**src/rtl/neokeon_pkg.sv**
```systemverilog
// ------------------------------------------------------------------
// neokeon_pkg -- round constants, FSM encoding, Noekeon step functions
// rev 1.0
// ------------------------------------------------------------------
`default_nettype none

package neokeon_pkg;

  localparam logic [7:0]  RC_INIT        = 8'h80;
  localparam logic [7:0]  RC_FINAL       = 8'hD4;
  localparam logic [7:0]  RC_POLY        = 8'h1B;
  localparam int unsigned NUM_ROUNDS_DEF = 16;

  typedef enum logic [1:0] {
    ST_IDLE  = 2'd0,
    ST_ROUND = 2'd1,
    ST_FINAL = 2'd2,
    ST_DONE  = 2'd3
  } core_state_t;

  function automatic logic [31:0] rotl32(input logic [31:0] x, input int unsigned n);
    return (x << n) | (x >> (32 - n));
  endfunction

  // Round-constant LFSR: doubling in GF(2^8) modulo x^8+x^4+x^3+x+1
  function automatic logic [7:0] rc_step(input logic [7:0] rc);
    return {rc[6:0], 1'b0} ^ (rc[7] ? RC_POLY : 8'h00);
  endfunction

  // Words are big-endian: a0 = bits[127:96], a3 = bits[31:0]
  function automatic logic [127:0] theta(input logic [127:0] k, input logic [127:0] s);
    logic [31:0] a0, a1, a2, a3, t;
    {a0, a1, a2, a3} = s;
    t  = a0 ^ a2;
    t  = t ^ rotl32(t, 8) ^ rotl32(t, 24);
    a1 = a1 ^ t;
    a3 = a3 ^ t;
    a0 = a0 ^ k[127:96];
    a1 = a1 ^ k[95:64];
    a2 = a2 ^ k[63:32];
    a3 = a3 ^ k[31:0];
    t  = a1 ^ a3;
    t  = t ^ rotl32(t, 8) ^ rotl32(t, 24);
    a0 = a0 ^ t;
    a2 = a2 ^ t;
    return {a0, a1, a2, a3};
  endfunction

  function automatic logic [127:0] pi1(input logic [127:0] s);
    return {s[127:96], rotl32(s[95:64], 1), rotl32(s[63:32], 5), rotl32(s[31:0], 2)};
  endfunction

  function automatic logic [127:0] pi2(input logic [127:0] s);
    return {s[127:96], rotl32(s[95:64], 31), rotl32(s[63:32], 27), rotl32(s[31:0], 30)};
  endfunction

  function automatic logic [127:0] gamma(input logic [127:0] s);
    logic [31:0] a0, a1, a2, a3, t;
    {a0, a1, a2, a3} = s;
    a1 = a1 ^ (~a3 & ~a2);
    a0 = a0 ^ (a2 & a1);
    t  = a3;
    a3 = a0;
    a0 = t;
    a2 = a2 ^ a0 ^ a1 ^ a3;
    a1 = a1 ^ (~a3 & ~a2);
    a0 = a0 ^ (a2 & a1);
    return {a0, a1, a2, a3};
  endfunction

endpackage

`default_nettype wire

```
**src/rtl/neokeon_last_round.sv**
```systemverilog
// ------------------------------------------------------------------
// neokeon_last_round -- output step: constant1, Theta, constant2 (rev 1.0)
// ------------------------------------------------------------------
`default_nettype none

module neokeon_last_round
  import neokeon_pkg::*;
(
  input  logic [127:0] key,
  input  logic [127:0] state,
  input  logic [31:0]  constant1,
  input  logic [31:0]  constant2,
  output logic [127:0] next_state
);

  assign next_state = theta(key, state ^ {constant1, 96'b0}) ^ {constant2, 96'b0};

endmodule

`default_nettype wire

```
**src/rtl/neokeon_round.sv**
```systemverilog
// ------------------------------------------------------------------
// neokeon_round -- one full combinational Noekeon round (rev 1.0)
// ------------------------------------------------------------------
`default_nettype none

module neokeon_round
  import neokeon_pkg::*;
(
  input  logic [127:0] key,
  input  logic [127:0] state,
  input  logic [7:0]   rc,
  output logic [127:0] next_state
);

  logic [127:0] after_theta;

  assign after_theta = theta(key, state ^ {24'b0, rc, 96'b0});
  assign next_state  = pi2(gamma(pi1(after_theta)));

endmodule

`default_nettype wire

```
**src/rtl/neokeon_iter_core.sv**
```systemverilog
// ------------------------------------------------------------------
// neokeon_iter_core -- iterative Noekeon encryption, one round per cycle
// rev 1.0
// ------------------------------------------------------------------
`default_nettype none

module neokeon_iter_core
  import neokeon_pkg::*;
#(
  parameter int unsigned NUM_ROUNDS = NUM_ROUNDS_DEF
) (
  input  logic         inClk,
  input  logic         inRstn,
  input  logic         inStart,
  input  logic [127:0] inDataKey,
  input  logic [127:0] inDataState,
  output logic         outBusy,
  output logic         outDone,
  output logic [127:0] outDataState
);

  localparam int unsigned CNT_W = (NUM_ROUNDS > 1) ? $clog2(NUM_ROUNDS) : 1;

  core_state_t      state, state_next;
  logic [127:0]     key_reg, data_reg, result_reg;
  logic [127:0]     round_out, final_out;
  logic [7:0]       rc;
  logic [CNT_W-1:0] round_cnt;
  logic             last_round;

  assign last_round   = (round_cnt == CNT_W'(NUM_ROUNDS - 1));
  assign outDataState = result_reg;

  neokeon_round u_round (
    .key        (key_reg),
    .state      (data_reg),
    .rc         (rc),
    .next_state (round_out)
  );

  // After the last round rc has advanced to the output-step constant
  neokeon_last_round u_last_round (
    .key        (key_reg),
    .state      (data_reg),
    .constant1  ({24'b0, rc}),
    .constant2  (32'b0),
    .next_state (final_out)
  );

  always_ff @(posedge inClk or negedge inRstn) begin
    if (!inRstn) begin
      state <= ST_IDLE;
    end else begin
      state <= state_next;
    end
  end

  always_comb begin
    state_next = state;
    outBusy    = 1'b0;
    outDone    = 1'b0;
    case (state)
      ST_IDLE: begin
        if (inStart) state_next = ST_ROUND;
      end
      ST_ROUND: begin
        outBusy = 1'b1;
        if (last_round) state_next = ST_FINAL;
      end
      ST_FINAL: begin
        outBusy    = 1'b1;
        state_next = ST_DONE;
      end
      ST_DONE: begin
        outDone    = 1'b1;
        state_next = ST_IDLE;
      end
      default: state_next = ST_IDLE;
    endcase
  end

  always_ff @(posedge inClk or negedge inRstn) begin
    if (!inRstn) begin
      key_reg    <= '0;
      data_reg   <= '0;
      result_reg <= '0;
      rc         <= '0;
      round_cnt  <= '0;
    end else begin
      case (state)
        ST_IDLE: begin
          if (inStart) begin
            key_reg   <= inDataKey;
            data_reg  <= inDataState;
            rc        <= RC_INIT;
            round_cnt <= '0;
          end
        end
        ST_ROUND: begin
          data_reg  <= round_out;
          rc        <= rc_step(rc);
          round_cnt <= round_cnt + CNT_W'(1);
        end
        ST_FINAL: result_reg <= final_out;
        default: ;
      endcase
    end
  end

endmodule

`default_nettype wire

```
**config.mk**
```make
export PLATFORM = sky130hd
export DESIGN_NAME = neokeon_iter_core
export DESIGN_NICKNAME = d
export VERILOG_FILES = /design/src/rtl/neokeon_pkg.sv /design/src/rtl/neokeon_last_round.sv /design/src/rtl/neokeon_round.sv /design/src/rtl/neokeon_iter_core.sv
export SDC_FILE = /design/constraint.sdc
export NUM_CORES = 1
export LEC_CHECK = 0
export CAP_MARGIN = 20
export CORE_MARGIN = 3
export CORE_UTILIZATION = 50
export CTS_CLUSTER_DIAMETER = 50
export DETAILED_ROUTE_END_ITERATION = 8
export PLACE_DENSITY_LB_ADDON = 0.15
export SYNTH_ARGS = -nofsm -noshare
export SYNTH_HDL_FRONTEND = slang
export SYNTH_SLANG_ARGS = --single-unit
```
**constraint.sdc**
```tcl
create_clock -name inClk -period 3.23 [get_ports inClk]
set_input_delay 0.646 -clock inClk [delete_from_list [all_inputs] [get_ports inClk]]
set_output_delay 0.646 -clock inClk [all_outputs]
set_load 0.01 [all_outputs]
```
After elaboration in Yosys (flattened, before gate mapping)
Index checks and enable logic that the tools add are counted.
Word-level totals
  register bits: 398
  output and inout bits: 130
  logic and storage cells: 72
Operators by class
  add/subtract/negate cells: 1
  equality and inequality tests: 6
  multiplexer cells: 12
  bitwise gates (word level): 41
  reduce and logical (&&, ||, !) cells: 6
Operator list (count)
  $xor A32 B32 Y32: 21
  $pmux W128 S2: 1
  $and A32 B32 Y32: 4
  $mux W128: 1
  $not A32 Y32: 4
  $xor A128 B104 Y128: 1
  $or A32 B24 Y32: 2
  $or A32 B8 Y32: 2
  $or A32 B1 Y32: 1
  $or A32 B2 Y32: 1
  $or A32 B27 Y32: 1
  $or A32 B30 Y32: 1
  $or A32 B31 Y32: 1
  $or A32 B5 Y32: 1
  $pmux W8 S2: 1
  $mux W8: 1
  $pmux W2 S4: 1
  $pmux W4 S2: 1
  $xor A8 B5 Y8: 1
  $reduce_and A2 Y1: 3
  $mux W5: 1
  $add A4 B1 Y4 const B: 1
  $eq A2 B2 Y1 const B: 2
  $eq A4 B4 Y1 const B: 1
  other kinds (8): 11

Depth between registers and ports, before layout
Gate-level depths: netlist of the first run.
  word-level depth: 25
  depth in mapped cells: 14
  mapped depth without buffers: 14

Modules after synthesis
From an unflattened synthesis of the first run, not the netlist that was laid out.
Unflattened totals
  cells, all modules: 2706
  area, all modules: 30511.8 um^2
Modules (own cells, without submodules)
  neokeon_iter_core: times used 1, cells an instance 1334, area each 17191.5 um^2, sequential area each 9959.6 um^2
  neokeon_round: times used 1, cells an instance 860, area each 8072.7 um^2, sequential area each 0.0 um^2
  neokeon_last_round: times used 1, cells an instance 512, area each 5247.5 um^2, sequential area each 0.0 um^2

Worst setup path after synthesis of the first run
Ideal clock, no wire load.
  kind: flip-flop to flip-flop
  start: register rc[2]
  end: register data_reg[108]
  library setup time: 118 ps
  arrival: 3284 ps
  data required time: 3112 ps
  slack: -172 ps
  stages on the path, launching flop included: 15
  buffers on the path: 0
  cell sequence: dfrtp_1 > xor3_1 > xnor2_1 > xor2_1 > xnor2_1 > inv_1 > ha_1 > xor3_1 > xnor3_1 > xnor3_1 > xnor2_1 > nor2_1 > xnor2_1 > a21oi_1 > a21o_1
On the way
  cells in the longest elaborated chain, start to end: 20
  elaborated cells between the ends (all ways): 23
  those cells by class: 1 x mux; 22 x bitwise
Ends and longest elaborated chain
  start: declaration: RTL line neokeon_iter_core.sv:27  | logic [7:0] rc;
  start signal: assignment: RTL line neokeon_iter_core.sv:101  | rc <= rc_step(rc);
  $xor A128 B104 Y128 (*): RTL line neokeon_round.sv:17  | assign after_theta = theta(key, state ^ {24'b0, rc, 96'b0});
  $xor A32 B32 Y32 (*): RTL line neokeon_pkg.sv:34  | t = a0 ^ a2;
  $or A32 B8 Y32 (*): RTL line neokeon_pkg.sv:22  | return (x << n) | (x >> (32 - n));
  $xor A32 B32 Y32 (*) (2 in series): RTL line neokeon_pkg.sv:35  | t = t ^ rotl32(t, 8) ^ rotl32(t, 24);
  $xor A32 B32 Y32 (*): RTL line neokeon_pkg.sv:37  | a3 = a3 ^ t;
  $xor A32 B32 Y32 (*): RTL line neokeon_pkg.sv:41  | a3 = a3 ^ k[31:0];
  $or A32 B2 Y32 (*): RTL line neokeon_pkg.sv:22
  $not A32 Y32: RTL line neokeon_pkg.sv:60  | a1 = a1 ^ (~a3 & ~a2);
  (+3 left out)
  $xor A32 B32 Y32: RTL line neokeon_pkg.sv:61  | a0 = a0 ^ (a2 & a1);
  $xor A32 B32 Y32: RTL line neokeon_pkg.sv:65  | a2 = a2 ^ a0 ^ a1 ^ a3;
  $not A32 Y32: RTL line neokeon_pkg.sv:66  | a1 = a1 ^ (~a3 & ~a2);
  $and A32 B32 Y32: RTL line neokeon_pkg.sv:66
  $xor A32 B32 Y32: RTL line neokeon_pkg.sv:66
  $and A32 B32 Y32: RTL line neokeon_pkg.sv:67  | a0 = a0 ^ (a2 & a1);
  $xor A32 B32 Y32 (*): RTL line neokeon_pkg.sv:67
  $pmux W128 S2 (*): RTL line neokeon_iter_core.sv:90  | case (state)
  end signal: assignment: RTL line neokeon_iter_core.sv:94  | data_reg <= inDataState;
  end signal: assignment: RTL line neokeon_iter_core.sv:100  | data_reg <= round_out;
  end: declaration: RTL line neokeon_iter_core.sv:25  | logic [127:0] key_reg, data_reg, result_reg;
Every way passes the cells marked *; elsewhere a longest branch is shown, timed or not.
A chain may end at the register's enable or synchronous reset.

Worst setup path after layout of the first run
  start: register data_reg[8]
  end: register data_reg[109]
On the way
  cells in the longest elaborated chain, start to end: 20
  elaborated cells between the ends (all ways): 23
  those cells by class: 1 x mux; 22 x bitwise
Ends and longest elaborated chain
  $xor A128 B104 Y128 (*): RTL line neokeon_round.sv:17
  $xor A32 B32 Y32 (*): RTL line neokeon_pkg.sv:37
  $xor A32 B32 Y32 (*): RTL line neokeon_pkg.sv:41
  $xor A32 B32 Y32 (*): RTL line neokeon_pkg.sv:42  | t = a1 ^ a3;
  $xor A32 B32 Y32 (*) (2 in series): RTL line neokeon_pkg.sv:43  | t = t ^ rotl32(t, 8) ^ rotl32(t, 24);
  $xor A32 B32 Y32 (*): RTL line neokeon_pkg.sv:45  | a2 = a2 ^ t;
  $or A32 B5 Y32 (*): RTL line neokeon_pkg.sv:22
  $not A32 Y32: RTL line neokeon_pkg.sv:60
  (+3 left out)
  $xor A32 B32 Y32: RTL line neokeon_pkg.sv:61
  $xor A32 B32 Y32: RTL line neokeon_pkg.sv:65
  $not A32 Y32: RTL line neokeon_pkg.sv:66
  $and A32 B32 Y32: RTL line neokeon_pkg.sv:66
  $xor A32 B32 Y32: RTL line neokeon_pkg.sv:66
  $and A32 B32 Y32 (*): RTL line neokeon_pkg.sv:67
  $xor A32 B32 Y32 (*): RTL line neokeon_pkg.sv:67
  $pmux W128 S2 (*): RTL line neokeon_iter_core.sv:90
Marked as above.

==> results of run 1 <==
-- synthesized netlist by cell type, drive strengths merged, types with 5 or more instances --
cell type,n
a211oi,11
a21o,28
a21oi,209
a221o,5
and2,7
and3,20
buf,7
clkbuf,87
dfrtp,398
ha,37
inv,32
mux2,192
mux2i,30
nand2,83
nand2b,10
nand3,13
nor2,204
nor2b,8
nor3,22
o21a,6
o21ai,82
o22ai,39
xnor2,428
xnor3,57
xor2,143
xor3,32
-- metal layers --
metal,up-vias,GRT usage [%],share of wire [%]
met5,-,1.38,0.12
met4,2,14.1,4.3
met3,181,7.49,7.7
met2,820,52.4,47
met1,10028,43.8,41
li1,8916,-,-
-- timing repair --
| action | 4_1_cts | 5_1_grt |
|---|---|---|
| resized for setup | 26 | 79 |
| setup buffers | 8 | 12 |
| setup endpoints to repair | 20 | 50 |
| hold buffers | 0 | 0 |
| pin swaps | 14 | 43 |
-- through the flow --
| stage | util [%] | worst slack, ns | instance area (sq um) |
|---|---|---|---|
| detailed placement | 65.4 | -0.231 | 32100 |
| global route | 70.6 | -0.265 | 34600 |
| CTS | 69.4 | -0.121 | 34100 |
| global placement | 65.4 | -0.182 | 32100 |
| floorplan | - | -0.00626 | 24900 |
| finish | 70.6 | -0.103 | 34600 |
-- kinds of logic after synthesis --
kind of cell | after synthesis
XOR/XNOR | 660
flip-flops | 398
AO/OA/AOI/OAI | 391
AND/OR/NAND/NOR | 382
multiplexers | 222
buffers and inverters | 127
adder cells (fa/ha/maj) | 37
-- worst max-delay path by stage --
stage | from | slack [ns] | end | cells after the start
global placement | data_reg[38] | -0.18 | data_reg[96] | 13
detailed placement | data_reg[38] | -0.23 | data_reg[96] | 13
global route | data_reg[38] | -0.27 | data_reg[104] | 14
finish | data_reg[8] | -0.10 | data_reg[109] | 13
CTS | data_reg[36] | -0.12 | data_reg[110] | 14
floorplan | data_reg[34] | -0.006 | data_reg[108] | 14
-- final cells by class --
cell class | instances | area share [%]
multi-input combinational | 1692 | 44.1
sequential | 398 | 28.8
timing repair buffer | 738 | 19.4
clock buffer | 64 | 4.04
tap | 664 | 2.40
clock inverter | 28 | 0.914
inverter | 33 | 0.361
-- worst max-delay path: stages (launching register included) --
cell     delay (ns)
dfrtp_1        0.40
xnor2_2        0.22
xnor2_1        0.16
buf_4          0.18
xnor3_1        0.44
ha_1           0.34
xor3_1         0.27
xnor3_1        0.26
xnor3_1        0.28
xnor2_1        0.16
nor2_1         0.11
xor2_1         0.15
a21oi_1        0.08
a21o_1         0.18
==> impl_results.md, run 1 <==
* DR pass1 iterations at 7
* Share of the yosys chip area belonging to registers at 40.0%
* Area leader, netlist: dfrtp_1
* Mux share of post-synthesis cell area at 9.89%
* Synth area leaders: dfrtp_1 40%, xnor2_1 13%, mux2_2 8.7%
* Post-Layout Cell Count at 3617
* R2R depth at 13
* First-pass GRT wire length at 130 mm
* Commonest non-fill, non-tap cell in the layout: dfrtp_1
* Hold WC Path Type: input pin to async pin
* Vias in the first global route at 20683
* TritonCTS clock tree: built
* Max-slew violations at 0
* RSZ-0062 raised after global routing: true
* Post-synthesis xor/xnor area fraction at 31.0%
* Worst setup margin at -0.103 ns
* Post-Syn Area at 24900 sq um
* CP required at 3.71 ns
* Post-synth top area share at 40.0%
* Routed wire per std cell at 24.4 um
* Worst Tran Pin Value at 0.771 ns
* H-tree Lvls at 2
* Fillers at 3627
* Period minus WS final at 3.33 ns
* Final Wtd Congestion at 0.889
* Mapped Nets at 2513
* Die area at 52500 sq um
* Number of max-cap violations at 0
* Die span in x at 229 um
* Count of cell types in the netlist at 50
* Setup_tns at -0.286 ns
* Post-Synth Adder-Cell Area at 1.86%
* Placed Instances at 3509
* Total GRT Usage at 33.1%
* Fraction of registers with async set or reset after synthesis at 100%
* Register area at 9960 sq um
* Hold_ws at 0.0121 ns
* Skew final at 0.0366 ns
* Core Rows at 81
* Reg2reg setup slack at -0.10 ns
* Nets@finish at 3209
* Post-synthesis simple-gate area fraction at 6.59%
* N_diodes at 0
* Final setup viols at 4
* Synth Warn # at 0
* Status: complete, but fails checks
* Crit start category: flip-flop
* Slew margin rel. at 48.2%
* DRC Markers at 0
* Multi-input logic area at 15300 sq um
* Clk root buf: clkbuf_16
* RR Startpoint: data_reg[8]
* Synth Area in Compound Gates at 8.74%
* Avg Cell Area, Syn at 11.2 sq um
* Worst setup EP type: flip-flop
* Detailed Place HPWL at 67.1 mm
* GRT overflow at 0
* Drt via density at 5.51
* Most frequent cells in the layout: 397 x dfrtp_1, 387 x clkdlybuf4s50_1, 332 x buf_4, 319 x xnor2_1, 208 x a21oi_1
* Top-Level Pins at 389
* Largest net degree at the start of global routing at 77
* Number of synthesized flops with an enable pin at 0
* CTS Buf Count at 50
* Initial antenna violation count at 0
* CP Class: flip-flop to flip-flop
* Clk pin slew, worst setup/hold paths at 0.06 ns
* Area Growth Syn to Fin at 39.1%
* Final period util at 103%
* Skew-Pair Late Insertion Delay at 0.62 ns
* Iteration-0 DRC Markers at 1671
* Detailed-route via count at 19947
* Crit path DAT at 3.81 ns
* Largest family of logic cells by synthesized area: XOR/XNOR gates
* Clk sinks at 398
* Crit-path max FO at 2
* Capturing point of the worst reg2reg path: data_reg[109]
* DIE HEIGHT at 229 um
* Clock Path Buffers at 3
* Failing checks: negative setup slack
* Starting density of the core at 50.7%
* Ys flop type: dfrtp_1
* Fmax at 300 MHz
* Synth Register Bits at 398
* Syn Inst Count at 2217
* Core Region at 49100 sq um
* Final Hold Viols at 0
* ANT nets after route at 0
* Layout cell share with drive strength beyond 1 at 27.4%
* Total Routed Length at 88.3 mm
* Port bufs at 388
Power of run 1 is left out: the tool's default activity adds up to more than one toggle a clock period on the data nets, which glitch-free logic cannot reach.
==> inputs of run 2 (changes only) <==
GPL_ROUTABILITY_DRIVEN = 0   (was unset)
==> run 2 against run 1 <==
Effect of this change:
- the run still ends with negative setup slack left
- sequential share of layout area increased by 0.093 points
- maximum frequency decreased by 4.4%
- worst hold slack improved by 0.026 ns
- critical path type unchanged
- highest routed layer is now met4
==> impl_results.md, run 2 (same netlist as run 1, synthesis figures left out) <==
* Core Region at 49100 sq um (unchanged)
* Layout cell share with drive strength beyond 1 at 27.1% (was 27.4%)
* Clk root buf: clkbuf_16 (unchanged)
* Area Growth Syn to Fin at 38.7% (was 39.1%)
* Failing checks: negative setup slack (unchanged)
* Crit start category: flip-flop (unchanged)
* Core Rows at 81 (unchanged)
* TritonCTS clock tree: built (unchanged)
* N_diodes at 0 (unchanged)
* Worst setup margin at -0.258 ns (was -0.103 ns)
* Hold WC Path Type: input pin to async pin (unchanged)
* Routed wire per std cell at 24.7 um (was 24.4 um)
* Vias in the first global route at 20735 (was 20683)
* DR pass1 iterations at 7 (unchanged)
* CP required at 3.70 ns (was 3.71 ns)
* Initial antenna violation count at 0 (unchanged)
* CP max stage delay at 0.53 ns (was 0.44 ns)
* Port bufs at 388 (unchanged)
* Placed Instances at 3491 (was 3509)
* Final setup viols at 6 (was 4)
* Total GRT Usage at 33.2% (was 33.1%)
* Clock Path Buffers at 3 (unchanged)
* Detailed-route via count at 20173 (was 19947)
* Worst setup EP type: flip-flop (unchanged)
* Most frequent cells in the layout: 395 x dfrtp_1, 387 x clkdlybuf4s50_1, 327 x buf_4, 315 x xnor2_1, 209 x a21oi_1 (was 397 x dfrtp_1, 387 x clkdlybuf4s50_1, 332 x buf_4, 319 x xnor2_1, 208 x a21oi_1)
* ANT nets after route at 0 (unchanged)
* Commonest non-fill, non-tap cell in the layout: dfrtp_1 (unchanged)
* DIE HEIGHT at 229 um (unchanged)
* GRT overflow at 0 (unchanged)
* Crit path DAT at 3.96 ns (was 3.81 ns)
* Crit-path slowest cell: xor3_2 (was xnor3_1)
* Post-Layout Cell Count at 3605 (was 3617)
* Setup_tns at -0.896 ns (was -0.286 ns)
* CTS Buf Count at 49 (was 50)
* Skew-Pair Late Insertion Delay at 0.59 ns (was 0.62 ns)
* Top-Level Pins at 389 (unchanged)
* Die span in x at 229 um (unchanged)
* Skew final at 0.0120 ns (was 0.0366 ns)
* CP Class: flip-flop to flip-flop (unchanged)
* Starting density of the core at 50.7% (unchanged)
* Number of max-cap violations at 0 (unchanged)
* Max-slew violations at 0 (unchanged)
* Detailed Place HPWL at 66.9 mm (was 67.1 mm)
* First-pass GRT wire length at 131 mm (was 130 mm)
* GR Layer Usage met2 at 53.7% (was 52.4%)
* Crit path cell chain: xor3_2 > xnor2_4 > xnor2_2 > xnor2_2 > inv_2 > ha_4 > xor3_1 > xnor3_1 > xnor3_1 > xor2_1 > nand2_1 > xnor2_1 > a21oi_1 > a21o_1 (was xnor2_2 > xnor2_1 > buf_4 > xnor3_1 > ha_1 > xor3_1 > xnor3_1 > xnor3_1 > xnor2_1 > nor2_1 > xor2_1 > a21oi_1 > a21o_1)
* Fmax at 287 MHz (was 300 MHz)
* Pre-CTS WS at -0.294 ns (was -0.231 ns)
* GR Layer Usage met3 at 6.16% (was 7.49%)
* RSZ-0062 raised after global routing: true (unchanged)
* Busiest grt layer: met2 (unchanged)
* DRC Markers at 0 (unchanged)
* Clk sinks at 398 (unchanged)
* Iteration-0 DRC Markers at 1814 (was 1671)
* Period minus WS final at 3.49 ns (was 3.33 ns)
* Drt via density at 5.60 (was 5.51)
* H-tree Lvls at 2 (unchanged)
* Total Routed Length at 89.0 mm (was 88.3 mm)
* Crit-path max FO at 2 (unchanged)
* Nets@finish at 3201 (was 3209)
* Die area at 52500 sq um (unchanged)
* Final Hold Viols at 0 (unchanged)
* Status: complete, but fails checks (unchanged)
* Slew margin rel. at 39.9% (was 48.2%)
* Hold_ws at 0.0385 ns (was 0.0121 ns)
* Clk pin slew, worst setup/hold paths at 0.06 ns (about the same)
* Met1 Usage GRT at 44.8% (was 43.8%)
* Cts hold-fix bufs at 0 (unchanged)
* Largest net degree at the start of global routing at 98 (was 77)
* Final period util at 108% (was 103%)
* Worst Tran Pin Value at 0.902 ns (was 0.771 ns)
[run 2: cell types whose count changed in the layout (fill, tap and decap cells not counted), moves of 3 or more]
cell and change:
xor2_2 -7, xor2_4 +7, buf_4 -5, xnor2_2 +5
clkbuf_16 -4, inv_6 -4, xnor2_1 -4, buf_12 -3
clkbuf_8 +3, xor3_1 +3, xor3_2 -3
[run 2: repair_timing]
item	CTS	global route
endpoints found under the setup margin	22	47
gates resized for setup	42	68
buffers inserted	12	17
pin swaps	33	44
[run 2: stage by stage]
stage	instance area, sq um	util, %
after CTS	33900	69.1
after floorplan	24900	-
after detailed placement	31900	65.1
after global routing	34500	70.4
after global placement	31900	65.1
final	34500	70.4
[run 2: path summary, 6_finish.rpt]
kind / from / end / slack, ns / cells past startpoint
max: data_reg[38] / data_reg[104] / -0.26 / 14
min: inRstn / outDataState[89] / 0.04 / 1
max reg2reg: data_reg[38] / data_reg[104] / -0.26 / 14
min reg2reg: outDataState[0] / outDataState[0] / 0.51 / 1
max in group asynchronous: inRstn / data_reg[43] / 2.25 / 2
min in group inClk: outDataState[0] / outDataState[0] / 0.51 / 1
[run 2: worst max-delay path: cells and delay by family (launching register included)]
| kind | cells | cell delay (ns) |
|---|---|---|
| AOI/OAI and AO/OA | 2 | 0.29 |
| xor gates and xnor gates | 9 | 2.25 |
| adders and majority gates | 1 | 0.27 |
| buffers and inverters | 1 | 0.08 |
| DFF | 1 | 0.40 |
| and+or+nand+nor | 1 | 0.10 |
[run 2: area by class of cell]
cell class	count	area (sq um)
clock buffer	64	1340
clock inverter	23	282
fill	3589	14500
inverter	33	125
multi-input combinational	1692	15300
sequential	398	9960
tap	664	831
timing repair buffer	731	6650
[run 2: routing by layer]
metal	vias to the layer above	share of wire, %
li1	8891	-
met1	10152	41
met2	926	47
met3	204	7.7
met4	0	4.6
met5	-	0
Power of run 2 is left out for the same reason.
